$ cat src/rtl/pifo_task_dispatch.sv
// pifo_task_dispatch
// Ingress task buffer and dispatcher for the multi-tree PIFO SRAM array.
// Each ingress channel owns a task FIFO. Each FIFO head is routed to its root
// RPU (tree_id mod NUM_RPU). Every RPU has its own round-robin arbiter across
// channels, and its own ready backpressure. Tasks are registered into
// per-RPU dispatch registers.
//
// Ports:
//   i_clk, i_arst_n            clock, asynchronous active-low reset
//   i_push/i_pop/i_tree_id/
//   i_push_data                per-channel task requests (op = {pop,push})
//   o_full/o_empty             per-channel FIFO status (registered counts)
//   i_rpu_ready                per-RPU ready
//   o_rpu_push/o_rpu_pop/
//   o_rpu_tree_id/
//   o_rpu_push_data            registered per-RPU dispatch outputs
//   o_drop_cnt                 per-channel count of writes dropped because
//                              the FIFO was full
//
// Optional feature: define PIFO_TASK_DISPATCH_STATS_EN to build the
// saturating per-channel drop counters. Otherwise o_drop_cnt is tied to 0.
module pifo_task_dispatch #(
  parameter int PTW           = 16,
  parameter int TREE_NUM      = 4,
  parameter int TREE_NUM_BITS = $clog2(TREE_NUM),
  parameter int NUM_CH        = 4,
  parameter int NUM_RPU       = 4,
  parameter int FIFO_DEPTH    = 8,
  parameter int DROP_CNT_W    = 8
) (
  input  logic                                    i_clk,
  input  logic                                    i_arst_n,
  input  logic [NUM_CH-1:0]                       i_push,
  input  logic [NUM_CH-1:0]                       i_pop,
  input  logic [NUM_CH-1:0][TREE_NUM_BITS-1:0]    i_tree_id,
  input  logic [NUM_CH-1:0][PTW-1:0]              i_push_data,
  output logic [NUM_CH-1:0]                       o_full,
  output logic [NUM_CH-1:0]                       o_empty,
  input  logic [NUM_RPU-1:0]                      i_rpu_ready,
  output logic [NUM_RPU-1:0]                      o_rpu_push,
  output logic [NUM_RPU-1:0]                      o_rpu_pop,
  output logic [NUM_RPU-1:0][TREE_NUM_BITS-1:0]   o_rpu_tree_id,
  output logic [NUM_RPU-1:0][PTW-1:0]             o_rpu_push_data,
  output logic [NUM_CH-1:0][DROP_CNT_W-1:0]       o_drop_cnt
);
  localparam int AW  = $clog2(FIFO_DEPTH);
  localparam int CW  = AW + 1;
  localparam int CHW = (NUM_CH > 1) ? $clog2(NUM_CH) : 1;
  localparam int TB  = TREE_NUM_BITS;
  localparam int EW  = 2 + TB + PTW;

  logic [EW-1:0]                 mem_q [NUM_CH][FIFO_DEPTH];
  logic [NUM_CH-1:0][AW-1:0]     wptr_q, wptr_d, rptr_q, rptr_d;
  logic [NUM_CH-1:0][CW-1:0]     cnt_q, cnt_d;
  logic [NUM_CH-1:0]             wr_en, rd_en, full, empty;
  logic [NUM_CH-1:0][EW-1:0]     wr_entry, head;
  logic [NUM_RPU-1:0][CHW-1:0]   rr_ptr_q, rr_ptr_d;
  logic [NUM_RPU-1:0]            grant_vld;
  logic [NUM_RPU-1:0][CHW-1:0]   grant_ch;
  logic [NUM_RPU-1:0]            rpu_push_q, rpu_push_d, rpu_pop_q, rpu_pop_d;
  logic [NUM_RPU-1:0][TB-1:0]    rpu_tree_q, rpu_tree_d;
  logic [NUM_RPU-1:0][PTW-1:0]   rpu_data_q, rpu_data_d;

  always_comb begin
    for (int c = 0; c < NUM_CH; c++) begin
      full[c]  = (cnt_q[c] == CW'(FIFO_DEPTH));
      empty[c] = (cnt_q[c] == '0);
    end
  end

  assign o_full  = full;
  assign o_empty = empty;

  // FIFO write side and pointer/count update. A write into a full FIFO is
  // dropped even when the head leaves in the same cycle.
  always_comb begin
    for (int c = 0; c < NUM_CH; c++) begin
      wr_en[c]    = (i_push[c] | i_pop[c]) & ~full[c];
      wr_entry[c] = {i_pop[c], i_push[c], i_tree_id[c],
                     (i_push[c] ? i_push_data[c] : {PTW{1'b0}})};
      head[c]     = mem_q[c][rptr_q[c]];
      wptr_d[c]   = wptr_q[c] + AW'(wr_en[c]);
      rptr_d[c]   = rptr_q[c] + AW'(rd_en[c]);
      cnt_d[c]    = cnt_q[c] + CW'(wr_en[c]) - CW'(rd_en[c]);
    end
  end

  // Per-RPU round-robin arbitration. The search starts at rr_ptr and wraps
  // over NUM_CH. A head targets exactly one RPU, so rd_en has at most one
  // setter per channel.
  always_comb begin
    int idx;
    logic [CHW-1:0] sel;
    rd_en     = '0;
    grant_vld = '0;
    grant_ch  = '0;
    rr_ptr_d  = rr_ptr_q;
    for (int r = 0; r < NUM_RPU; r++) begin
      for (int k = 0; k < NUM_CH; k++) begin
        idx = (int'(rr_ptr_q[r]) + k) % NUM_CH;
        sel = CHW'(idx);
        if (i_rpu_ready[r] && !grant_vld[r] && !empty[sel] &&
            ((head[sel][PTW +: TB] & TB'(NUM_RPU - 1)) == TB'(r))) begin
          grant_vld[r] = 1'b1;
          grant_ch[r]  = sel;
        end
      end
      if (grant_vld[r]) begin
        rd_en[grant_ch[r]] = 1'b1;
        rr_ptr_d[r]        = CHW'((int'(grant_ch[r]) + 1) % NUM_CH);
      end
    end
  end

  always_comb begin
    rpu_push_d = '0;
    rpu_pop_d  = '0;
    rpu_tree_d = rpu_tree_q;
    rpu_data_d = rpu_data_q;
    for (int r = 0; r < NUM_RPU; r++) begin
      if (grant_vld[r]) begin
        rpu_push_d[r] = head[grant_ch[r]][PTW + TB];
        rpu_pop_d[r]  = head[grant_ch[r]][PTW + TB + 1];
        rpu_tree_d[r] = head[grant_ch[r]][PTW +: TB];
        rpu_data_d[r] = head[grant_ch[r]][PTW-1:0];
      end
    end
  end

  always_ff @(posedge i_clk or negedge i_arst_n) begin
    if (!i_arst_n) begin
      wptr_q     <= '0;
      rptr_q     <= '0;
      cnt_q      <= '0;
      rr_ptr_q   <= '0;
      rpu_push_q <= '0;
      rpu_pop_q  <= '0;
      rpu_tree_q <= '0;
      rpu_data_q <= '0;
    end else begin
      wptr_q     <= wptr_d;
      rptr_q     <= rptr_d;
      cnt_q      <= cnt_d;
      rr_ptr_q   <= rr_ptr_d;
      rpu_push_q <= rpu_push_d;
      rpu_pop_q  <= rpu_pop_d;
      rpu_tree_q <= rpu_tree_d;
      rpu_data_q <= rpu_data_d;
    end
  end

  // Storage carries no reset; validity is tracked by the counts.
  always_ff @(posedge i_clk) begin
    for (int c = 0; c < NUM_CH; c++) begin
      if (wr_en[c]) mem_q[c][wptr_q[c]] <= wr_entry[c];
    end
  end

  assign o_rpu_push      = rpu_push_q;
  assign o_rpu_pop       = rpu_pop_q;
  assign o_rpu_tree_id   = rpu_tree_q;
  assign o_rpu_push_data = rpu_data_q;

`ifdef PIFO_TASK_DISPATCH_STATS_EN
  logic [NUM_CH-1:0][DROP_CNT_W-1:0] drop_cnt_q, drop_cnt_d;

  // Saturating count of writes dropped because the FIFO was full.
  always_comb begin
    drop_cnt_d = drop_cnt_q;
    for (int c = 0; c < NUM_CH; c++) begin
      if ((i_push[c] | i_pop[c]) && full[c] && !(&drop_cnt_q[c]))
        drop_cnt_d[c] = drop_cnt_q[c] + DROP_CNT_W'(1);
    end
  end

  always_ff @(posedge i_clk or negedge i_arst_n) begin
    if (!i_arst_n) drop_cnt_q <= '0;
    else           drop_cnt_q <= drop_cnt_d;
  end

  assign o_drop_cnt = drop_cnt_q;
`else
  assign o_drop_cnt = '0;
`endif

endmodule
$ cat config.mk
export PLATFORM = sky130hd
export DESIGN_NAME = pifo_task_dispatch
export DESIGN_NICKNAME = d
export VERILOG_FILES = /design/src/rtl/pifo_task_dispatch.sv
export SDC_FILE = /design/constraint.sdc
export NUM_CORES = 1
export LEC_CHECK = 0
export ABC_AREA = 0
export BUFFER_PORTS_ARGS = -buffer_cell sky130_fd_sc_hd__clkbuf_2
export CAP_MARGIN = 5
export CORE_MARGIN = 4
export CORE_UTILIZATION = 45
export CTS_BUF_LIST = sky130_fd_sc_hd__clkbuf_8
export DETAILED_ROUTE_END_ITERATION = 8
export GPL_TIMING_DRIVEN = 0
export PLACE_DENSITY = 0.62
export SYNTH_ARGS = -nofsm -noshare
export SYNTH_HDL_FRONTEND = slang
export SYNTH_SLANG_ARGS = --single-unit
$ cat constraint.sdc
create_clock -name i_clk -period 5.45 [get_ports i_clk]
set_clock_uncertainty 0.05 [all_clocks]
set_input_delay 1.635 -clock i_clk [delete_from_list [all_inputs] [get_ports i_clk]]
set_output_delay 1.635 -clock i_clk [all_outputs]
set_load 0.02 [all_outputs]
==> results.ini, run 1 <==
[power_and_ir_drop]
comb_power_share=0.474
p_sw_frac=0.4136
p_int_mw=15.05
powerDensity_nw_per_um2=669.5
vdd_drop_max_mv=0.3504
seq_power_share=0.341
p_clk_frac=0.185
leakagePower_nw=14.28
p_switching_mw=10.61

[global_routing]
grt_pass1_wl_um=127800
grt_usage=0.2233
busiest_layer=met2
globalRouteOverflowTotal=0
grtUsageMet3=0.05604
use_met1=0.2970
grt_max_degree=96
grt_pass1_vias=19644
use_met2=0.3645
antenna_found_initial=2

[finish]
drive_gt1_frac=0.2875
final_cell_mix=edfxtp_1, clkbuf_2, mux4_2
regArea_um2=22420
nFillCells=5805
final_common_cell=edfxtp_1
fin_cells=3387
design_area_um2=38320
nets=2475
synthToLayoutAreaGrowth_pct=16.52
multi_input_area_um2=9823
fin_util=0.5324

[place]
place.gp.congestion=0.9086
pre_cts_ws_ns=-0.2295
dp.final_hpwl_um=62830
io_buffers=173
placed_cell_area_um2=35860
dp.cells=3155

[die]
fp.dieW_um=278.3
core_area_um2=71980
rows=98
initial_utilization=0.4569
die-area_um2=77480
dieHeight_um=278.3
num_io_pins=206

[worst_setup_path]
cp-startpoint=rptr_q[4]
critPathArrivalTime_ns=5.82
rr_worst_depth=20
critPathRequiredTime_ns=6.05
critPathLaunchType=flop
worstSetupPathType=reg2reg
r2r_start=rptr_q[4]
r2r_setup_slack_ns=0.23
reg2reg_to=cnt_q[13]
cp_max_fo=11
end_kind=flop

[timing]
rsz0062_at_grt=no
min_period_ns=5.219
setup_violations=0
max_freq_mhz=191.6
slew_headroom=0.1824
fin_hold_ws_ns=0.4117
fin_crit_sh=0.9576
hold_violations=0
worst_pin_slew_ns=1.216
fin_ws_ns=0.2309
slew_viol_final=0

[cts]
clkTransAtPathRegs_ns=0.06
cts_tree=yes
clock_sinks=768
cts_resized=5
root_buffer=clkbuf_8
post_cts_buffers=0
ctsHoldBuffers=0
clock_path_buffers=3
numCtsBuffers=130
clk_latency_ns=0.78
htreeDepth=4

[drt]
drt-total-wl_um=86560
routed_via_density=5.631
ant_nets=0
route.detailed.drc=0
first_iter_violations=1653
avgRoutedWirePerCell_um=25.56
first_pass_iters=7
vias=19072

[synth]
synth-edff-count=640
synth_cell_type_count=67
yosys.area.top_type=edfxtp_1
synth_top_area_share=0.5843
synth_ff_type=edfxtp_1
ys_async_sr_fraction=0.1667
synth_cells=1960
synthTopCellsByArea=edfxtp_1, mux4_2, dfrtp_1
synth.cell_area_um2=32890
ys_ff_latch=768
syn_avg_cell_area_um2=16.78
ys_seq_area_frac=0.6817
yosysWarnings=0

[outcome]
outcome=completed

[job]
drv_cap=0

[worst_hold_path]
hold_path_class=reg2reg
worstHoldStart=o_rpu_tree_id[2]
hold_path_depth=1
holdPathEnd=o_rpu_tree_id[2]

==> cells in the mapped netlist, types with 39 or more instances <==
| library cell | instances |
|---|---|
| a21oi_1 | 46 |
| mux2i_1 | 94 |
| nor2_1 | 85 |
| mux4_2 | 153 |
| o21ai_0 | 45 |
| nand2_1 | 116 |
| edfxtp_1 | 640 |
| buf_4 | 39 |
| mux2_2 | 47 |
| dfrtp_1 | 128 |
| clkbuf_1 | 59 |
| inv_1 | 59 |
| ha_1 | 48 |
| and2_1 | 73 |
==> per-stage QoR <==
step / power, mW / setup TNS (ns)
floorplan: 16.34 / 0
global placement: 20.23 / -36.57
detailed placement: 20.85 / -0.8566
CTS: 25.70 / 0
global route: 27.06 / 0
finish: 25.66 / 0
==> final cells by class <==
class / count / share of cell area
Tap cell: 950 / 0.03102
Antenna cell: 2 / 0.0001306
Clock buffer: 137 / 0.04920
Timing Repair Buffer: 214 / 0.04081
Multi-Input combinational cell: 1025 / 0.2563
Sequential cell: 768 / 0.5851
Clock inverter: 93 / 0.01296
Inverter: 62 / 0.006073
Buffer: 136 / 0.01838
==> flip-flops by register name, summed over array words and instances, names as in the netlist <==
name / flops
mem_q: 640
o_rpu_push_data: 64
o_rpu_push: 4
rptr_q: 12
o_rpu_pop: 4
o_rpu_tree_id: 8
cnt_q: 16
wptr_q: 12
rr_ptr_q: 8
==> cells by family after synthesis <==
group	synth area share
xor gates and xnor gates	0.004527
and+or+nand+nor	0.05113
AOI/OAI and AO/OA	0.05828
adders and majority gates	0.02130
buffers and inverters	0.02830
DFF	0.6817
other	0.0001140
muxes	0.1546
==> worst max path at each step <==
stage	slack [ns]	cells past startpoint	endpoint
after global placement	-0.42	6	mem_q[0][136]
final	0.23	20	cnt_q[13]
after detailed placement	-0.23	19	cnt_q[13]
after global routing	0.002	20	cnt_q[14]
after CTS	0.06	19	cnt_q[14]
after floorplan	1.04	16	cnt_q[2]
==> per-layer routing <==
metal / vias up / routed length [um]
li1: 8411 / -
met1: 9789 / 35440
met2: 741 / 42590
met3: 131 / 6187
met4: 0 / 2346
met5: - / 0
==> power groups by stage <==
stage / registers, mW / clock network, mW / logic (mW)
final: 8.74 / 4.74 / 12.2
after floorplan: 8.86 / 0 / 7.48
after CTS: 8.75 / 4.87 / 12.1
after global placement: 8.85 / 0 / 11.4
after detailed placement: 8.86 / 0 / 12.0
after global routing: 8.85 / 5.16 / 13.0
==> worst max-delay path, stage by stage (launching register included) <==
cell,delay (ns)
dfrtp_1,0.47
clkbuf_2,0.27
nand2_1,0.10
a2bb2oi_1,0.48
and4_1,0.42
buf_2,0.24
nor2_1,0.07
o211ai_1,0.20
o31a_1,0.22
buf_4,0.24
buf_4,0.27
inv_2,0.06
ha_1,0.18
a222oi_1,0.44
o21ai_2,0.23
ha_1,0.34
inv_1,0.06
ha_1,0.17
inv_1,0.06
fa_1,0.48
inv_1,0.04
Note: power is estimated with default switching activity, not from simulation.
==> inputs of run 2 (changes only) <==
==> constraint.sdc (replaced) <==
create_clock -name i_clk -period 5.45 [get_ports i_clk]
set_clock_uncertainty 0.05 [all_clocks]
set_input_delay 0.8175 -clock i_clk [delete_from_list [all_inputs] [get_ports i_clk]]
set_output_delay 0.8175 -clock i_clk [all_outputs]
set_load 0.02 [all_outputs]
==> run 2 against run 1 <==
  * Largest cell class unchanged
  * Critical path type unchanged
  * Sequential power hardly changed
  * Sequential share of layout area hardly changed
  * First-iteration DRC count is 0.79% higher
  * Count of clock-buffer cells in the layout stayed put
  * Setup slack worse by 0.038 ns
  * Critical endpoint unchanged
==> results.ini, run 2 (synthesized netlist as in run 1, its figures left out) <==
[worst_setup_path]
r2r_setup_slack_ns=0.19
worst-path-buf-inv=8
critPathRequiredTime_ns=6.06
critical-path-slowest-cell=dfrtp_1
rr_worst_depth=20
max_stage_delay_ns=0.48
crit_chain=clkbuf_2, nand2_1, a2bb2oi_1, and4_1, buf_2, nor2_1, o211ai_1, o31a_1, buf_4, buf_4, inv_2, ha_1, a222oi_1, o21ai_2, ha_1, inv_1, ha_1, inv_1, fa_1, inv_1
path_delay_family=compound AO/OA/AOI/OAI gates
critPathLaunchType=flop
worst-path-stages=20
critPathArrivalTime_ns=5.86
worstSetupPathType=reg2reg
end_kind=flop
cp_max_fo=11

[die]
dieHeight_um=278.3
num_io_pins=206
initial_utilization=0.4569
core_area_um2=71980
die-area_um2=77480
rows=98
fp.dieW_um=278.3

[place]
io_buffers=173
dp.cells=3155
pre_cts_ws_ns=-0.2295
place.gp.congestion=0.9086
dp.final_hpwl_um=62830

[job]
drv_cap=0

[drt]
first_pass_iters=7
avgRoutedWirePerCell_um=25.52
drt-total-wl_um=86460
first_iter_violations=1666
ant_nets=0
routed_via_density=5.620
route.detailed.drc=0
vias=19039

[power_and_ir_drop]
p_switching_mw=10.61
seq_power_share=0.341
p_sw_frac=0.4135
p_clk_frac=0.185
leakagePower_nw=14.28
vdd_drop_max_mv=0.3492
power_mw=25.65
powerDensity_nw_per_um2=669.3
p_int_mw=15.05
comb_power_share=0.474

[worst_hold_path]
hold_path_class=in2reg
hold_path_depth=1

[timing]
setup_violations=0
rsz0062_at_grt=no
slew_viol_final=0
hold_violations=0
fin_ws_ns=0.1925
fin_crit_sh=0.9647
worst_pin_slew_ns=1.211
slew_headroom=0.1856
max_freq_mhz=190.2
min_period_ns=5.258

[cts]
numCtsBuffers=130
clkTransAtPathRegs_ns=0.06
htreeDepth=4
clock_path_buffers=3
root_buffer=clkbuf_8
clock_sinks=768
clk_latency_ns=0.78
cts_tree=yes

[finish]
nFillCells=5803
fin_cells=3388
final_common_cell=edfxtp_1
largest_register_ffs=640
nets=2476
drive_gt1_frac=0.2874
final_cell_mix=edfxtp_1, clkbuf_2, mux4_2
synthToLayoutAreaGrowth_pct=16.55

[global_routing]
grt_usage=0.2233
grt_pass1_vias=19651
globalRouteOverflowTotal=0
grt_max_degree=96
grt_pass1_wl_um=127800
antenna_found_initial=2

[outcome]
outcome=completed

[run 2: cell count changes in the layout (fill, tap and decap cells not counted)]
cell,previous run,this run
dlygate4sd3_1,0,1
[run 2: path summary, 6_finish.rpt]
kind,startpoint,to
worst min-delay path,i_tree_id[7],mem_q[3][117]
min in group asynchronous,i_arst_n,wptr_q[1]
worst max register to register,rptr_q[4],cnt_q[13]
worst min register to register,o_rpu_tree_id[2],o_rpu_tree_id[2]
worst max-delay path,rptr_q[4],cnt_q[13]
max in group asynchronous,i_arst_n,o_rpu_push[2]
[run 2: repair_timing]
action,4_1_cts,5_1_grt
setup endpoints to repair,8,12
hold buffers,1,0
hold endpoints to repair,33,0
buffers inserted,0,0
resized for setup,5,13
[run 2: power by group through the flow]
stage / sequential, mW / clock, mW / combinational, mW
floorplan: 8.86 / 0 / 7.48
finish: 8.74 / 4.74 / 12.2
detailed placement: 8.86 / 0 / 12.0
global route: 8.85 / 5.16 / 13.0
CTS: 8.75 / 4.87 / 12.1
global placement: 8.85 / 0 / 11.4
[run 2: layout make-up]
class                   instances  area [um2]  area share
clock buffers                 137        1886     0.04919
well taps                     950        1189     0.03101
diodes                          2       5.005   0.0001306
clock inverters                93       496.7     0.01296
plain buffers                 136       704.4     0.01838
inverters                      62       232.7    0.006071
flip-flops and latches        768       22420      0.5849
repair buffers                215        1574     0.04106
multi-input cells            1025        9823      0.2563
[run 2: worst register-to-register path: cells and delay by family (launching register included)]
family                   cells  cell delay, ns
AO/OA/AOI/OAI                5            1.58
buffers and inverters        8            1.27
adder cells (fa/ha/maj)      4            1.18
AND/OR/NAND/NOR              3            0.61
flip-flops                   1            0.48
[run 2: per-layer routing]
layer  track usage  vias up  part of all wire
met3       0.05595      144             0.072
met2        0.3646      746              0.49
met5             0        -                 0
met4       0.07213        0             0.028
li1              -     8413                 -
met1        0.2970     9736              0.41
[run 2: per-stage QoR]
stage               area (um2)  setup TNS, ns  utilization  hold slack (ns)
finish                   38330              0       0.5326           0.2802
global route             38330              0       0.5325           0.2482
detailed placement       35860        -0.8566       0.4982           0.4037
floorplan                33010              0            -           0.4231
global placement         35060        -0.3395       0.4871           0.4010
CTS                      38270              0       0.5317           0.2243
==> inputs of run 3 (changes only) <==
--- a/config.mk
+++ b/config.mk
@@ -5,7 +5,7 @@
 export SDC_FILE = /design/constraint.sdc
 export NUM_CORES = 1
 export LEC_CHECK = 0
-export ABC_AREA = 0
+export ABC_AREA = 1
 export BUFFER_PORTS_ARGS = -buffer_cell sky130_fd_sc_hd__clkbuf_2
 export CAP_MARGIN = 5
 export CORE_MARGIN = 4
==> run 3 against run 2 <==
  * Final cell count up 47%
  * Synthesized cell count up 77%
  * Fmax up 6.0%
  * Routed wire length up 21%
  * Non-clock buffer count up 85
  * Sequential share of layout area down 3.5 points
  * First-iteration DRC count up 80%
  * Die area up 6.9%
  * Global-route usage up 2.5 points
  * Sequential cell count unchanged
  * Core utilization down 0.67 points
  * Critical path type unchanged
==> results.ini, run 3 <==
[outcome]
outcome=completed

[synth]
ys_async_sr_fraction=0.1667
yosysMostFrequentCell=nand2_1
synth_common_cells=nand2_1, edfxtp_1, nor2_1
syn_avg_cell_area_um2=10.12
synth.cell_area_um2=35210
synthTopCellsByArea=edfxtp_1, dfrtp_1, nand2_1
yosys.area.top_type=edfxtp_1
ys_seq_area_frac=0.6367
ys_ff_latch=768
synth_ff_type=edfxtp_1
synth_top_family_by_area=simple AND/OR/NAND/NOR gates
synth_cell_type_count=42
yosys.area_share.simple=0.1869
synthMuxAreaShare=0
synth_top_area_share=0.5458
synth_cells=3478
synth_fa_ha_area_frac=0.01933
synth_xor_area_frac=0.004974
synth-edff-count=640
synth_compound_area_frac=0.08837
yosysWarnings=0

[cts]
htreeDepth=3
cts_tree=yes
post_cts_buffers=0
numCtsBuffers=121
clock_path_buffers=3
clk_latency_ns=0.75
cts_resized=0
clock_sinks=768
ctsHoldBuffers=1
root_buffer=clkbuf_8
clkTransAtPathRegs_ns=0.06

[worst_hold_path]
hold_path_class=in2reg

[worst_setup_path]
critPathLaunchType=flop
end_kind=flop
critPathRequiredTime_ns=6.01
worstSetupPathType=reg2reg
cp_max_fo=11
crit_top_cell=nand2_1
r2r_setup_slack_ns=0.49
max_stage_delay_ns=0.49
critPathArrivalTime_ns=5.52
critical-path-slowest-cell=ha_1

[die]
die-area_um2=82790
fp.dieW_um=287.7
dieHeight_um=287.7
rows=102
initial_utilization=0.4546
core_area_um2=77470
num_io_pins=206

[drt]
first_iter_violations=2992
ant_nets=0
route.detailed.drc=0
routed_via_density=5.378
avgRoutedWirePerCell_um=20.93
vias=26840
drt-total-wl_um=104500
first_pass_iters=6

[timing]
min_period_ns=4.958
rsz0062_at_grt=no
fin_tns_setup_ns=0
slew_headroom=0.06870
max_freq_mhz=201.7
hold_violations=0
setup_violations=0
fin_crit_sh=0.9097
slew_viol_final=0
worst_pin_slew_ns=1.382

[global_routing]
grt_pass1_vias=24892
globalRouteOverflowTotal=0
antenna_found_initial=2
grt_pass1_wl_um=154600
grt_usage=0.2481
grt_max_degree=94

[finish]
drive_gt1_frac=0.1499
fin_cells=4991
final_cell_mix=nand2_1, edfxtp_1, o21ai_0
synthToLayoutAreaGrowth_pct=15.69
nets=3979
largest_register_ffs=640
final_common_cell=nand2_1
design_area_um2=40740

[job]
drv_cap=0

[place]
place.gp.congestion=0.9392
io_buffers=173
dp.cells=4755
dp.final_hpwl_um=76000
placed_cell_area_um2=38200

[run 3: path summary, 6_finish.rpt]
path | cells past startpoint | start | end
hold / removal | 1 | i_tree_id[5] | mem_q[2][17]
max in group asynchronous | 3 | i_arst_n | rr_ptr_q[6]
min in group asynchronous | 2 | i_arst_n | cnt_q[4]
setup reg to reg | 25 | rptr_q[10] | cnt_q[6]
setup / recovery | 25 | rptr_q[10] | cnt_q[6]
hold reg to reg | 1 | o_rpu_tree_id[6] | o_rpu_tree_id[6]
[run 3: kinds of logic (layout without fill, tap and decap cells)]
group	count (synthesis)	after routing
simple gates	1580	1580
flops	768	768
compound gates	547	547
buf+inv	510	950
fa+ha+maj	52	52
xor+xnor	20	20
other cells	1	34
[run 3: routing by layer]
layer / track usage / routed length [um] / vias up
li1: - / - / 12593
met1: 0.3598 / 45300 / 12839
met2: 0.3785 / 46620 / 1219
met3: 0.04695 / 9458 / 189
met4: 0.08191 / 3087 / 0
met5: 0 / 0 / -
[run 3: metrics by stage]
stage	hold WS [ns]	setup slack [ns]	util
finish	0.2948	0.4922	0.5259
global route	0.2648	0.1651	0.5259
CTS	0.2381	0.5544	0.5256
detailed placement	0.4076	0.5683	0.4932
global placement	0.4078	0.5872	0.4840
floorplan	0.4230	1.798	-
[run 3: cell type report]
cell class | instances | area, um2
multi-input combinational | 2231 | 10750
inverter | 283 | 1067
clock buffer | 143 | 1968
antenna | 2 | 5.005
timing repair buffer | 209 | 1516
buffer | 227 | 1172
fill | 6953 | 36730
tap | 1040 | 1301
clock inverter | 88 | 536.8
sequential | 768 | 22420
[run 3: critical path: cells and delay by family, from the launching register on]
kind / cells / cell delay (ns)
and+or+nand+nor: 12 / 1.87
adders and majority gates: 4 / 1.22
buffers and inverters: 7 / 1.10
DFF: 1 / 0.38
xor gates and xnor gates: 1 / 0.13
AOI/OAI and AO/OA: 1 / 0.09
Power of run 3 is left out: the tool's default activity adds up to more than one toggle a clock period on the data nets, which glitch-free logic cannot reach.
